`config.mk`:
```
export PLATFORM = sky130hd
export DESIGN_NAME = axil_regfile_slave
export DESIGN_NICKNAME = d
export VERILOG_FILES = /design/src/rtl/axil_pkg.sv /design/src/rtl/axil_regfile_core.sv /design/src/rtl/axil_regfile_slave.sv
export SDC_FILE = /design/constraint.sdc
export NUM_CORES = 1
export LEC_CHECK = 0
export BUFFER_PORTS_ARGS = -buffer_cell sky130_fd_sc_hd__buf_2
export CELL_PAD_IN_SITES_DETAIL_PLACEMENT = 0
export CELL_PAD_IN_SITES_GLOBAL_PLACEMENT = 1
export CORE_AREA = 3 3 241 243
export CTS_CLUSTER_DIAMETER = 60
export DETAILED_ROUTE_END_ITERATION = 10
export DIE_AREA = 0 0 244 246
export GPL_TIMING_DRIVEN = 1
export PLACE_DENSITY_LB_ADDON = 0.1
export SLEW_MARGIN = 25
export SYNTH_ARGS = -nofsm -noshare
export SYNTH_HDL_FRONTEND = slang
export SYNTH_HIERARCHICAL = 1
export SYNTH_SLANG_ARGS = --single-unit
```
`constraint.sdc`:
```
create_clock -name ACLK -period 1.6 [get_ports ACLK]
set_input_delay 0.16 -clock ACLK [delete_from_list [all_inputs] [get_ports ACLK]]
set_output_delay 0.16 -clock ACLK [all_outputs]
set_load 0.01 [all_outputs]
```
`src/rtl/axil_pkg.sv`:
```
// Shared AXI4-Lite types: response codes, register-file channel FSM states
// and the debug snapshot exported by the slave.
package axil_pkg;

    typedef enum logic [1:0] {
        OKAY   = 2'b00,
        EXOKAY = 2'b01,
        SLVERR = 2'b10,
        DECERR = 2'b11
    } axil_resp_e;

    typedef enum logic {
        B_IDLE = 1'b0,
        B_WAIT = 1'b1
    } b_state_e;

    typedef enum logic {
        R_IDLE = 1'b0,
        R_WAIT = 1'b1
    } r_state_e;

    typedef struct packed {
        b_state_e b_state;
        r_state_e r_state;
        logic     aw_held;
        logic     w_held;
        logic     ready_en;
    } axil_dbg_t;

endpackage

```
`src/rtl/axil_regfile_core.sv`:
```
// Register array with byte-strobe writes, read-only status merge, index
// decode and the per-register commit strobe.
module axil_regfile_core #(
    parameter int                  DATA_W   = 32,
    parameter int                  NUM_REGS = 8,
    parameter int                  IDX_W    = 4,
    parameter logic [NUM_REGS-1:0] RO_MASK  = '0
) (
    input  logic                       ACLK,
    input  logic                       ARESETn,
    input  logic                       we,
    input  logic [IDX_W-1:0]           widx,
    input  logic [DATA_W-1:0]          wdata,
    input  logic [DATA_W/8-1:0]        wstrb,
    input  logic [IDX_W-1:0]           ridx,
    input  logic [NUM_REGS*DATA_W-1:0] status_i,
    output logic [DATA_W-1:0]          rdata,
    output logic                       werr,
    output logic                       rerr,
    output logic [NUM_REGS*DATA_W-1:0] regs_o,
    output logic [NUM_REGS-1:0]        wr_pulse_o
);

    localparam int STRB_W = DATA_W / 8;

    logic [NUM_REGS-1:0] whit;
    logic [NUM_REGS-1:0] rhit;

    for (genvar gi = 0; gi < NUM_REGS; gi++) begin : g_reg
        assign whit[gi] = (widx == IDX_W'(gi));
        assign rhit[gi] = (ridx == IDX_W'(gi));

        if (RO_MASK[gi]) begin : g_ro
            assign regs_o[gi*DATA_W +: DATA_W] = status_i[gi*DATA_W +: DATA_W];
        end else begin : g_rw
            logic [DATA_W-1:0] q;
            logic              unused_status;

            assign unused_status = ^status_i[gi*DATA_W +: DATA_W];
            assign regs_o[gi*DATA_W +: DATA_W] = q;

            always_ff @(posedge ACLK or negedge ARESETn) begin
                if (!ARESETn) begin
                    q <= '0;
                end else if (we && whit[gi]) begin
                    for (int b = 0; b < STRB_W; b++) begin
                        if (wstrb[b]) q[b*8 +: 8] <= wdata[b*8 +: 8];
                    end
                end
            end
        end
    end

    // An index that hits no writable slot covers both out-of-range and RO.
    assign werr = !(|(whit & ~RO_MASK));
    assign rerr = !(|rhit);

    always_comb begin
        rdata = '0;
        for (int i = 0; i < NUM_REGS; i++) begin
            if (rhit[i]) rdata = regs_o[i*DATA_W +: DATA_W];
        end
    end

    always_ff @(posedge ACLK or negedge ARESETn) begin
        if (!ARESETn) begin
            wr_pulse_o <= '0;
        end else begin
            wr_pulse_o <= (we && !werr) ? (whit & ~RO_MASK) : '0;
        end
    end

endmodule

```
`src/rtl/axil_regfile_slave.sv`:
```
// AXI4-Lite slave front end: AW/W holding slots, B and R response FSMs,
// wrapped around axil_regfile_core.
module axil_regfile_slave
    import axil_pkg::*;
#(
    parameter int                  ADDR_W   = 6,
    parameter int                  DATA_W   = 32,
    parameter int                  NUM_REGS = 8,
    parameter logic [NUM_REGS-1:0] RO_MASK  = '0
) (
    input  logic                       ACLK,
    input  logic                       ARESETn,
    input  logic [ADDR_W-1:0]          AWADDR,
    input  logic                       AWVALID,
    output logic                       AWREADY,
    input  logic [DATA_W-1:0]          WDATA,
    input  logic [DATA_W/8-1:0]        WSTRB,
    input  logic                       WVALID,
    output logic                       WREADY,
    output logic [1:0]                 BRESP,
    output logic                       BVALID,
    input  logic                       BREADY,
    input  logic [ADDR_W-1:0]          ARADDR,
    input  logic                       ARVALID,
    output logic                       ARREADY,
    output logic [DATA_W-1:0]          RDATA,
    output logic [1:0]                 RRESP,
    output logic                       RVALID,
    input  logic                       RREADY,
    input  logic [NUM_REGS*DATA_W-1:0] status_i,
    output logic [NUM_REGS*DATA_W-1:0] regs_o,
    output logic [NUM_REGS-1:0]        wr_pulse_o,
    output axil_dbg_t                  dbg_o
);

    localparam int STRB_W   = DATA_W / 8;
    localparam int BYTE_LSB = $clog2(STRB_W);
    localparam int IDX_W    = ADDR_W - BYTE_LSB;

    // A transfer happens on a rising edge where VALID && READY; every READY
    // and VALID here is a pure function of flops, never of a bus input.
    logic              ready_en;
    logic              aw_held;
    logic [IDX_W-1:0]  aw_idx_q;
    logic              w_held;
    logic [DATA_W-1:0] wdata_q;
    logic [STRB_W-1:0] wstrb_q;
    b_state_e          b_state, b_state_nxt;
    r_state_e          r_state, r_state_nxt;
    axil_resp_e        bresp_q, rresp_q;
    logic [DATA_W-1:0] rdata_q;
    logic              aw_hs, w_hs, ar_hs, commit;
    logic [DATA_W-1:0] core_rdata;
    logic              core_werr, core_rerr;
    logic              unused_addr_lsb;

    assign unused_addr_lsb = ^{AWADDR[BYTE_LSB-1:0], ARADDR[BYTE_LSB-1:0]};

    assign AWREADY = ready_en && !aw_held;
    assign WREADY  = ready_en && !w_held;
    assign ARREADY = ready_en && (r_state == R_IDLE);
    assign BVALID  = (b_state == B_WAIT);
    assign RVALID  = (r_state == R_WAIT);
    assign BRESP   = bresp_q;
    assign RRESP   = rresp_q;
    assign RDATA   = rdata_q;

    assign aw_hs  = AWVALID && AWREADY;
    assign w_hs   = WVALID && WREADY;
    assign ar_hs  = ARVALID && ARREADY;
    assign commit = aw_held && w_held && (b_state == B_IDLE);

    // Keeps every READY low while reset is asserted and for one edge after.
    always_ff @(posedge ACLK or negedge ARESETn) begin
        if (!ARESETn) ready_en <= 1'b0;
        else          ready_en <= 1'b1;
    end

    always_ff @(posedge ACLK or negedge ARESETn) begin
        if (!ARESETn) begin
            aw_held  <= 1'b0;
            aw_idx_q <= '0;
        end else if (commit) begin
            aw_held <= 1'b0;
        end else if (aw_hs) begin
            aw_held  <= 1'b1;
            aw_idx_q <= AWADDR[ADDR_W-1:BYTE_LSB];
        end
    end

    always_ff @(posedge ACLK or negedge ARESETn) begin
        if (!ARESETn) begin
            w_held  <= 1'b0;
            wdata_q <= '0;
            wstrb_q <= '0;
        end else if (commit) begin
            w_held <= 1'b0;
        end else if (w_hs) begin
            w_held  <= 1'b1;
            wdata_q <= WDATA;
            wstrb_q <= WSTRB;
        end
    end

    always_comb begin
        b_state_nxt = b_state;
        case (b_state)
            B_IDLE:  if (commit) b_state_nxt = B_WAIT;
            B_WAIT:  if (BREADY) b_state_nxt = B_IDLE;
            default: b_state_nxt = B_IDLE;
        endcase
    end

    always_ff @(posedge ACLK or negedge ARESETn) begin
        if (!ARESETn) begin
            b_state <= B_IDLE;
            bresp_q <= OKAY;
        end else begin
            b_state <= b_state_nxt;
            if (commit) bresp_q <= core_werr ? SLVERR : OKAY;
        end
    end

    always_comb begin
        r_state_nxt = r_state;
        case (r_state)
            R_IDLE:  if (ar_hs)  r_state_nxt = R_WAIT;
            R_WAIT:  if (RREADY) r_state_nxt = R_IDLE;
            default: r_state_nxt = R_IDLE;
        endcase
    end

    // Read data is taken from the flop outputs, so a same-edge commit is not yet visible.
    always_ff @(posedge ACLK or negedge ARESETn) begin
        if (!ARESETn) begin
            r_state <= R_IDLE;
            rresp_q <= OKAY;
            rdata_q <= '0;
        end else begin
            r_state <= r_state_nxt;
            if (ar_hs) begin
                rdata_q <= core_rdata;
                rresp_q <= core_rerr ? SLVERR : OKAY;
            end
        end
    end

    axil_regfile_core #(
        .DATA_W  (DATA_W),
        .NUM_REGS(NUM_REGS),
        .IDX_W   (IDX_W),
        .RO_MASK (RO_MASK)
    ) u_core (
        .ACLK      (ACLK),
        .ARESETn   (ARESETn),
        .we        (commit),
        .widx      (aw_idx_q),
        .wdata     (wdata_q),
        .wstrb     (wstrb_q),
        .ridx      (ARADDR[ADDR_W-1:BYTE_LSB]),
        .status_i  (status_i),
        .rdata     (core_rdata),
        .werr      (core_werr),
        .rerr      (core_rerr),
        .regs_o    (regs_o),
        .wr_pulse_o(wr_pulse_o)
    );

    assign dbg_o = '{b_state: b_state, r_state: r_state, aw_held: aw_held,
                     w_held: w_held, ready_en: ready_en};

endmodule
```
==> impl_summary.txt <==
----------------------------------------------------
[Outcome]
  Outcome ... complete, but fails checks
  Failing checks ... setup timing

[Timing]
  Post-route setup TNS ... -44.45 ns
  Largest clock skew in the final design ... 0.02056 ns
  Part of the cycle the worst path needs ... 115.7%
  Final setup violating endpoints ... 256
  Final worst hold slack ... 0.05760 ns
  Max Fclk ... 540.0 MHz
  Max Transition Viols Final ... 0
  Setup slack of the critical path after layout ... -0.2520 ns
  Post-layout min period ... 1.852 ns
  Hold violation count in the final report ... 0
  Unrepaired setup endpoints after global routing ... yes

[Route]
  Final WL ... 55.27 mm
  Iteration count of the initial detailed-routing pass ... 4
  Count of vias placed by the detailed router ... 10670
  Number of violations reported at the end of detailed-routing iteration 0 ... 388
  Wire length per cell ... 23.58 um
  Routed vias/inst ... 4.550
  DRC violation count after routing ... 0
  Post-route ant nets ... 0

[Power]
  Maximum vdd ir drop ... 0.9355 mV
  Total power divided by cell area ... 1535 mW/mm2
  Post-layout power ... 34.13 mW
  Psw ... 11.05 mW
  Internal power summed over all cells ... 23.08 mW
  Static Leak ... 11.54 nW
  Clock group share of total power ... 31.6%
  Sequential power share ... 39.2%
  Sw frac ... 32.37%
  Logic gate share of total power ... 29.2%

[Clocking]
  Count of clock tree sinks ... 343
  Worst skew pair latency ... 0.56 ns
  H-tree depth reported by CTS ... 2
  CTS Buf Count ... 48
  Number of buffers between clock root and the deepest sink ... 3
  Clk Tree Root Cell ... clkbuf_16
  CTS tree ... done
  Clk slew on worst S/H paths ... 0.06 ns

[Critical path]
  Critical Path, Cell by Cell ... nand3b_1 -> inv_2 -> buf_12 -> and4bb_2 -> nand3_4 -> mux2_2
  Critical path data arrival time ... 2.29 ns
  Launching element type of the critical path ... flop
  Max Fanout on Critical Path ... 9
  Max stage delay on crit path ... 0.37 ns
  Worst path required time ... 2.03 ns
  CP max-delay cell ... dfrtp_1
  Crit end category ... flop
  Depth of the worst register-to-register path ... 6
  CP Class ... flop to flop

[Floorplanning]
  Die area ... 0.06002 mm2
  Ports ... 621
  Die height ... 246 um
  Width of the chip ... 244 um
  Total number of placement rows ... 87
  Effective utilization at floorplan ... 27.40%
  Placeable Area ... 0.05617 mm2

[Final layout]
  Leading cell types in the layout, fill and taps excluded ... 354 x buf_2, 342 x dfrtp_1, 229 x mux2_2, 158 x buf_4, 90 x mux2_4
  Proportion of layout cells with a drive suffix above 1 ... 66.58%
  Most common library cell in the layout ignoring fill and taps ... buf_2
  Area growth from synthesis to final layout ... 44.46%
  Fin nets ... 1863

[Logic synthesis]
  Total of flip-flops plus latches after synthesis ... 343
  Main flop type after synthesis ... dfrtp_1
  Cell Area, Synth ... 0.01539 mm2
  Synth warnings ... 6
  Fraction of registers with async set/reset ... 100.0%
  Number of different library cells in the post-synthesis netlist ... 38
  Seq/Total Area, Yosys ... 55.76%
  Number of flops mapped to enable cells by yosys ... 0
  Synth Area per Inst ... 16.15 um2
  Post-Synthesis Cells ... 953

[Placed design]
  Port Buffer Count ... 358
  Worst slack after detailed placement ... -0.3023 ns
  RePlAce Congestion ... 0.7250
  Detailed placer's ending HPWL ... 38.86 mm

[GRT]
  Number of antenna violations at the first check in global routing ... 3
  Largest net degree at the start of global routing ... 61
  Global-route wire length before repair ... 81.45 mm
  Remaining Overflow, GRT ... 0
  Via count of the first global-routing pass ... 11670
  GR Util All Layers ... 18.36%

[Min path]
  Hold WC Path Type ... primary input to flop
  Number of cells on the worst hold path ... 3

[Job]
  Max-cap violations ... 0

----------------------------------------------------
[cells by family after synthesis]
logic type	synth area share, %
compound gates	0.7967
buf+inv	2.455
flops	55.76
mux	35.34
other cells	0.04879
simple gates	5.593
[metrics by stage]
| step | instances | utilization [%] | cell area (um2) |
|---|---|---|---|
| final | 2344 | 39.59 | 22240 |
| after global placement | 2201 | 35.22 | 19780 |
| after floorplan | 954 | - | 15590 |
| after detailed placement | 2201 | 35.22 | 19780 |
| after global routing | 2344 | 39.59 | 22240 |
| after CTS | 2340 | 39.29 | 22070 |
[flip-flops by register name, summed over array words and instances, names as in the netlist, 4 cells and up]
signal and flops:
u_core/g.g_rw.q 256, RDATA 32, aw_idx_q 4, wdata_q 32, u_core/wr_pulse_o 8, wstrb_q 4
[path summary, 6_finish.rpt]
kind,slack (ns),end,start
max,-0.25,u_core/g_reg[3].g_rw.q[0],BVALID
min,0.06,aw_held,AWVALID
max reg2reg,-0.25,u_core/g_reg[3].g_rw.q[0],BVALID
min reg2reg,0.50,RDATA[4],RDATA[4]
max in group asynchronous,0.75,u_core/g_reg[1].g_rw.q[19],ARESETn
min in group asynchronous,0.09,wdata_q[11],ARESETn
[layer usage]
metal	routed length, um	track usage [%]	part of all wire, %	vias to the layer above
li1	-	-	-	4722
met1	24730	24.53	45	5608
met2	26780	30.52	48	256
met3	2611	3.711	4.7	77
met4	1131	4.804	2.0	2
met5	13	0	0.024	-
[synth_stat cells, types with 4 or more instances]
master    instances  area share [%]
nand4b_4          4            0.62
buf_6             7            0.51
nand3b_1          5            0.24
nand3_4           4            0.46
mux2_4           10            0.98
nor2_1           44             1.1
inv_1             4           0.098
mux2_1           11            0.80
buf_4            20            0.98
nand2b_1          5            0.20
nand2_4           7            0.51
nor2b_1           6            0.24
buf_2            13            0.42
mux2i_1          38             2.5
mux2_2          309              23
nand2_2           6            0.24
mux4_2           58             8.5
dfrtp_1         343              56
clkbuf_1         12            0.29
nor2_4           12            0.88
nor2_8            4            0.52
[critical path: cells and delay by family (launching register included)]
| kind | cells | cell delay (ns) |
|---|---|---|
| AND/OR/NAND/NOR | 3 | 0.79 |
| flip-flops | 1 | 0.37 |
| multiplexers | 1 | 0.33 |
| buffers and inverters | 2 | 0.23 |
[power groups by stage]
stage	combinational, mW	clock (mW)	sequential (mW)
after floorplan	4.47	0	13.4
after global placement	9.69	0	13.5
after detailed placement	9.75	0	13.5
after CTS	10.0	11.2	13.4
after global routing	10.7	11.5	13.8
final	9.96	10.8	13.4
[what timing repair did]
action                                  4_1_cts  5_1_grt
endpoints found under the setup margin      259      260
buffers inserted                             11        2
hold buffers                                 44        0
pin swaps                                     9        5
endpoints found under the hold margin       386        0
gates resized for setup                      24       35
[layout make-up]
class,instances,area (um2)
fillers,5538,33930
well taps,756,945.9
inverters,4,15.01
clock buffers,67,1394
flip-flops and latches,343,8584
repair buffers,602,4262
multi-input cells,553,6818
clock inverters,17,211.5
diodes,2,5.005
Note: power is estimated with default switching activity, not from simulation.
